`src/rtl/mux4_rr_arbiter.sv`:
```
// Round-robin arbiter and select sequencer for a 4:1 single-bit mux.
// Grants one requester at a time, bounds each burst to SLOT_MAX cycles, and drives the mux select.
module mux4_rr_arbiter #(
    parameter int SLOT_MAX = 4,
    parameter int CW       = 3
) (
    input  logic       CLK,
    input  logic       RST,
    input  logic [3:0] REQ,
    input  logic [3:0] I,
    output logic [1:0] S,
    output logic [3:0] GNT,
    output logic       BUSY,
    output logic       Y
);

    localparam logic [0:0]    ST_IDLE  = 1'b0;
    localparam logic [0:0]    ST_GRANT = 1'b1;
    localparam logic [CW-1:0] CNT_ONE  = CW'(1);
    localparam logic [CW-1:0] CNT_MAX  = CW'(SLOT_MAX);

    logic [0:0]    state_q, state_d;
    logic [1:0]    ptr_q, ptr_d;
    logic [CW-1:0] cnt_q, cnt_d;
    logic [1:0]    s_q, s_d;
    logic [3:0]    gnt_q, gnt_d;
    logic          busy_q, busy_d;

    logic [1:0]    arb_ptr;
    logic          win_found;
    logic [1:0]    win_idx;

    // Returns {found, index}; descending scan so the smallest offset from ptr wins.
    function automatic logic [2:0] rr_pick(input logic [3:0] req, input logic [1:0] ptr);
        logic       found;
        logic [1:0] idx;
        logic [1:0] k;
        found = 1'b0;
        idx   = ptr;
        for (int j = 3; j >= 0; j--) begin
            k = ptr + 2'(j);
            if (req[k]) begin
                found = 1'b1;
                idx   = k;
            end
        end
        return {found, idx};
    endfunction

    // On a release the owner's successor is already the priority head in the same cycle.
    assign arb_ptr = (state_q == ST_GRANT) ? (s_q + 2'd1) : ptr_q;
    assign {win_found, win_idx} = rr_pick(REQ, arb_ptr);

    always_comb begin
        state_d = state_q;
        ptr_d   = ptr_q;
        cnt_d   = cnt_q;
        s_d     = s_q;
        gnt_d   = gnt_q;
        busy_d  = busy_q;
        case (state_q)
            ST_IDLE: begin
                if (win_found) begin
                    s_d     = win_idx;
                    gnt_d   = 4'b0001 << win_idx;
                    busy_d  = 1'b1;
                    cnt_d   = CNT_ONE;
                    state_d = ST_GRANT;
                end
            end
            ST_GRANT: begin
                if (REQ[s_q] && (cnt_q < CNT_MAX)) begin
                    cnt_d = cnt_q + CNT_ONE;
                end else begin
                    ptr_d = s_q + 2'd1;
                    if (win_found) begin
                        s_d   = win_idx;
                        gnt_d = 4'b0001 << win_idx;
                        cnt_d = CNT_ONE;
                    end else begin
                        gnt_d   = 4'b0000;
                        busy_d  = 1'b0;
                        cnt_d   = '0;
                        state_d = ST_IDLE;
                    end
                end
            end
            default: begin
                state_d = ST_IDLE;
            end
        endcase
    end

    always_ff @(posedge CLK) begin
        if (RST) begin
            state_q <= ST_IDLE;
            ptr_q   <= 2'd0;
            cnt_q   <= '0;
            s_q     <= 2'd0;
            gnt_q   <= 4'b0000;
            busy_q  <= 1'b0;
        end else begin
            state_q <= state_d;
            ptr_q   <= ptr_d;
            cnt_q   <= cnt_d;
            s_q     <= s_d;
            gnt_q   <= gnt_d;
            busy_q  <= busy_d;
        end
    end

    assign S    = s_q;
    assign GNT  = gnt_q;
    assign BUSY = busy_q;
    assign Y    = busy_q & I[s_q];

endmodule

```
`config.mk`:
```
export PLATFORM = sky130hd
export DESIGN_NAME = mux4_rr_arbiter
export DESIGN_NICKNAME = d
export VERILOG_FILES = /design/src/rtl/mux4_rr_arbiter.sv
export SDC_FILE = /design/constraint.sdc
export NUM_CORES = 1
export LEC_CHECK = 0
export CAP_MARGIN = 10
export CORE_ASPECT_RATIO = 1.25
export CORE_MARGIN = 2
export CORE_UTILIZATION = 36
export DETAILED_ROUTE_END_ITERATION = 6
export PLACE_DENSITY_LB_ADDON = 0.3
export RECOVER_POWER = 100
export SYNTH_ARGS = -nofsm -noshare
export SYNTH_HDL_FRONTEND = slang
export SYNTH_SLANG_ARGS = --single-unit
export TNS_END_PERCENT = 10
```
`constraint.sdc`:
```
create_clock -name CLK -period 2.1 [get_ports CLK]
set_input_delay 0.63 -clock CLK [delete_from_list [all_inputs] [get_ports CLK]]
set_output_delay 0.63 -clock CLK [all_outputs]
set_load 0.02 [all_outputs]
```
After elaboration in Yosys (flattened, before gate mapping)
Index checks and enable logic that the tools add are counted.
Widths: inputs -> output; s select.
Storage, ports and cells
  register bits: 13
  input bits: 10
  output and inout bits: 8
Operators by class
  $add $sub $neg: 5
  magnitude comparators: 6
  equality and inequality tests: 3
  shift operators: 1
  muxes and demuxes: 39
  bitwise operators: 3
  reduce and logical (&&, ||, !) cells: 4
Operators by type and width (count)
  $mux 1: 16
  $lt 2x3->1 const B: 5
  $mux 2: 7
  $bmux 1 s2: 6
  $mux 4: 3
  $pmux 4 s2: 1
  $mux 3: 2
  $ne 2x2->1 const B: 3
  $pmux 3 s2: 1
  $add 2x1->2 const B: 2
  $add 2x2->2 const B: 2
  $pmux 1 s2: 2
  $pmux 2 s2: 1
  $reduce_and 2->1: 2
  $shl 1x2->4 const A: 1
  $add 3x1->3 const B: 1
  $lt 3x3->1 const B: 1
  $reduce_and 3->1: 1
  $not 1->1: 2
  $and 1x1->1: 1
  $logic_and 1x1->1: 1

Depth between registers and ports, before layout
  word-level depth: 13
  depth in mapped cells: 6
  gate-level depth less buffers: 5

Worst setup path after synthesis
Ideal clock, no wire load.
  path type: register to output
  from: reg s_q[0], in the netlist S[0]
  to: out Y
  data arrival time: 1.370 ns
  data required time: 1.470 ns
  path slack: 0.100 ns
  cell stages (with the launch flop): 4
  path buffers: 1
  path through: dfxtp_1 buf_6 mux4_1 and2_1
Between the ends
  longest elaborated chain between the ends: 3
RTL lines
  start: declaration: line 25  | logic [1:0] s_q, s_d;
  start signal: assignment: line 99  | s_q <= 2'd0;
  start signal: assignment: line 106  | s_q <= s_d;
  $bmux 1 s2: line 115  | assign Y = busy_q & I[s_q];
  $mux 1 (implied by the code): line 115
  $and 1x1->1: line 115
  end: declaration: line 14  | output logic Y
No other way between the ends. The select of a mux whose other input is x is not followed.

Worst setup path in the final report
  from: in I[3]
  to: out Y
Between the ends
  longest elaborated chain between the ends: 3
RTL lines
  start: declaration: line 10  | input logic [3:0] I,
  $bmux 1 s2: line 115
  $mux 1 (implied by the code): line 115
  $and 1x1->1: line 115
No other way between the ends. The select of a mux whose other input is x is not followed.

==> Implementation_results.wiki <==
{| class="wikitable"
! Metric !! Value
|-
| First-pass GRT wire length || roughly 3.6 mm
|-
| Count of inserted antenna diode cells || 0
|-
| Cts-stage hold buffer count || 0
|-
| Clock insertion delay at the later pin of the skew report || 280 ps
|-
| Endpoint kind of the worst setup timing path || output pin
|-
| Post-Synthesis Mean Instance Area || 9.48 sq um
|-
| Proportion of netlist area held by the largest area contributor || around 31%
|-
| Cell accounting for the most synthesized area || sky130_fd_sc_hd__dfxtp_1
|-
| Prevailing post-synth register cell || sky130_fd_sc_hd__dfxtp_1
|-
| Count of distinct cell types in the synthesized netlist || 41
|-
| Maximum fanout encountered on the critical timing path || 1
|-
| Die Width || between 40 and 50 microns
|-
| Number of detailed-routing iterations run before antenna repair || 4
|-
| Root cell of the clock tree || sky130_fd_sc_hd__clkbuf_4
|-
| Worst max-slew margin expressed relative to the limit || 64.5%
|-
| Worst hold path type || register to register
|-
| Fin Clk Skew || 1.40 ps
|-
| Global routing usage summed across all routing layers || 18.1%
|-
| Final HPWL from detailed placement || roughly 1.6 mm
|-
| Initial antenna violation count || 0
|-
| Setup repair after global routing missed its margin || true
|-
| Net Count, Synth || 100
|-
| Core Region || 2210 sq um
|-
| Share of flip-flops with an asynchronous set or reset || 0%
|-
| Most frequent cells after synthesis || sky130_fd_sc_hd__dfxtp_1 (13), sky130_fd_sc_hd__nor2_1 (8), sky130_fd_sc_hd__a21oi_1 (7)
|-
| Synthesis warning total || 0
|-
| Synth Register Bits || 13
|-
| Per-cell via count in the routed design || between 5 and 6
|-
| Grt ovf || 0
|-
| Ratio of cells with drive above 1 in the final layout || 34.7%
|-
| Flop2flop setup slack || ~220 ps
|-
| Layout fillers || 218
|-
| Transition time at the pin with the least slew margin || about 530 ps
|-
| Achievable Freq || approximately 480 MHz
|-
| Final Cycle Share || between 90 and 100%
|-
| Initial core utilization || between 30% and 40%
|-
| Seq/Total Area, Yosys || about 31%
|-
| Maximum resistive drop on vdd || 0.427 mV
|-
| Post-layout nets || 136
|-
| Total power per unit cell area || between 600 and 700 nW/um^2
|-
| Area contributors post-synth || sky130_fd_sc_hd__dfxtp_1 (31%), sky130_fd_sc_hd__mux2i_1 (4.7%), sky130_fd_sc_hd__a21oi_1 (4.2%)
|-
| Worst Hold Margin || between 400 and 500 ps
|-
| Total Wirelength || around 2.1 mm
|-
| Crit path required time || ~1500 ps
|-
| Vias in the first global route || 824
|-
| Number of buffers created by CTS || 3
|-
| Total number of vias || 812
|-
| Total non-filler cell area in the finished layout || 1160 sq um
|-
| Signal arrival time at the worst endpoint || roughly 1500 ps
|-
| Result of the run || complete, no violations
|-
| Remaining routing DRC violations || 0
|-
| IO buf count || 17
|-
| Number of instances in the synthesized netlist || 89
|-
| IO Count || 18
|-
| Crit start category || primary input
|-
| Most frequent cell after synthesis || sky130_fd_sc_hd__dfxtp_1
|-
| Final Max Tran Viols || 0
|-
| Maximum level of the CTS H-tree || 1
|-
| Num rows || 19
|-
| Number of hold violations in the final report || 0
|-
| Cell area after placement || 1140 sq um
|-
| DIE AREA || between 2000 and 3000 sq um
|-
| Routed length per instance || between 10 and 15 microns
|-
| Leakage dissipation || between 0.4 and 0.5 nW
|-
| Layout overhead on the synthesized area || 37.8%
|-
| Clock period minus worst slack || ~2100 ps
|-
| Clock Tree Buf Depth || 2
|-
| Class of the most critical setup path || primary input to output pin
|-
| Sink count of the clock tree || 13
|-
| Netlist area before placement || approximately 840 sq um
|-
| Clock tree from TritonCTS || yes
|-
| Clock transition at the registers of the reported paths || 80 ps
|-
| Die Span Y || a little under 60 microns
|-
| Max capacitance violation total || 0
|-
| Total negative slack for setup checks || 0 ps
|-
| Number of nets with antenna violations after detailed routing || 0
|-
| Routability-driven placement congestion ratio || between 0.8 and 0.9
|-
| Detailed router's first-iteration violation count || 12
|-
| Setup Viol. Count Final || 0
|-
| Count of flip-flops with a built-in enable after synthesis || 0
|-
| Pin count of the biggest net entering global routing || 18
|}
==> kinds of logic after synthesis <==
logic type | after synthesis | share of synthesized area, %
DFF | 13 | 30.9
adders and majority gates | 1 | 1.48
muxes | 5 | 7.86
and+or+nand+nor | 33 | 23.7
AOI/OAI and AO/OA | 28 | 27.0
xor gates and xnor gates | 1 | 3.26
buffers and inverters | 8 | 5.79
==> layout make-up <==
class	instances	area, sq um	share of cell area, %
clock buffers	4	26.3	2.26
inverters	4	15.0	1.29
multi-input cells	68	548	47.1
flip-flops and latches	13	262	22.5
well taps	31	38.8	3.34
repair buffers	35	273	23.5
==> worst max-delay path, cell delays in order <==
cell	delay, ps
sky130_fd_sc_hd__buf_2	90
sky130_fd_sc_hd__mux4_2	460
sky130_fd_sc_hd__and2_4	160
sky130_fd_sc_hd__buf_6	120
==> power by group <==
part	switching (mW)	internal [mW]	leakage, nW
clock	0.0823	0.0738	0.0150
sequential	0.0246	0.275	0.108
combinational	0.174	0.180	0.347
==> sequential cells by signal, indices dropped and copies added (netlist names) <==
| signal | count |
|---|---|
| GNT | 4 |
| ptr_q | 2 |
| S | 2 |
| state_q | 1 |
| BUSY | 1 |
| cnt_q | 3 |
==> final timing paths <==
kind | depth (start not counted) | from | to
worst min-delay path | 1 | GNT[3]$_SDFFE_PP0P_ | GNT[3]$_SDFFE_PP0P_
worst max-delay path | 4 | I[3] | Y
worst min register to register | 1 | GNT[3]$_SDFFE_PP0P_ | GNT[3]$_SDFFE_PP0P_
worst max register to register | 6 | state_q$_SDFF_PP0_ | GNT[3]$_SDFFE_PP0P_
==> layer usage <==
metal	part of all wire, %	vias to the layer above	global-route usage (%)
met5	0	-	0
met1	44	384	24.8
li1	-	406	-
met3	4.0	5	2.80
met4	2.0	0	8.33
met2	50	17	27.2
==> metrics by stage <==
step / total power, mW / setup WS (ps) / utilization (%) / std cells
floorplan: 0.519 / 99.9 / - / 89
global placement: 0.647 / -721 / 51.5 / 149
detailed placement: 0.655 / -761 / 51.5 / 149
CTS: 0.810 / 6.25 / 51.7 / 153
global route: 0.858 / -35.4 / 52.6 / 155
finish: 0.810 / 6.89 / 52.6 / 155
==> timing repair <==
action	4_1_cts	5_1_grt
setup endpoints to repair	1	7
setup buffers	0	2
resized for setup	21	6
endpoints found under the hold margin	0	0
pin swaps	1	1
==> cells in the final DEF, fill, tap and decap left out, types with 2 or more instances in the layout <==
master	instances
sky130_fd_sc_hd__a21oi_1	7
sky130_fd_sc_hd__mux2i_2	3
sky130_fd_sc_hd__or4_4	2
sky130_fd_sc_hd__buf_4	16
sky130_fd_sc_hd__o21ai_0	2
sky130_fd_sc_hd__buf_2	4
sky130_fd_sc_hd__clkbuf_1	3
sky130_fd_sc_hd__nor2_1	8
sky130_fd_sc_hd__dfxtp_1	12
sky130_fd_sc_hd__nand4_1	2
sky130_fd_sc_hd__nand2_1	2
sky130_fd_sc_hd__nand3b_1	2
sky130_fd_sc_hd__a311oi_1	2
sky130_fd_sc_hd__nand3_1	3
sky130_fd_sc_hd__a22o_1	2
sky130_fd_sc_hd__dlygate4sd3_1	5
sky130_fd_sc_hd__clkbuf_4	3
sky130_fd_sc_hd__nand2b_1	4
sky130_fd_sc_hd__a211oi_1	3
sky130_fd_sc_hd__o2bb2ai_1	2
sky130_fd_sc_hd__clkdlybuf4s50_1	5
sky130_fd_sc_hd__inv_1	4
sky130_fd_sc_hd__nor3_1	2
(Power assumes the default switching activity.)
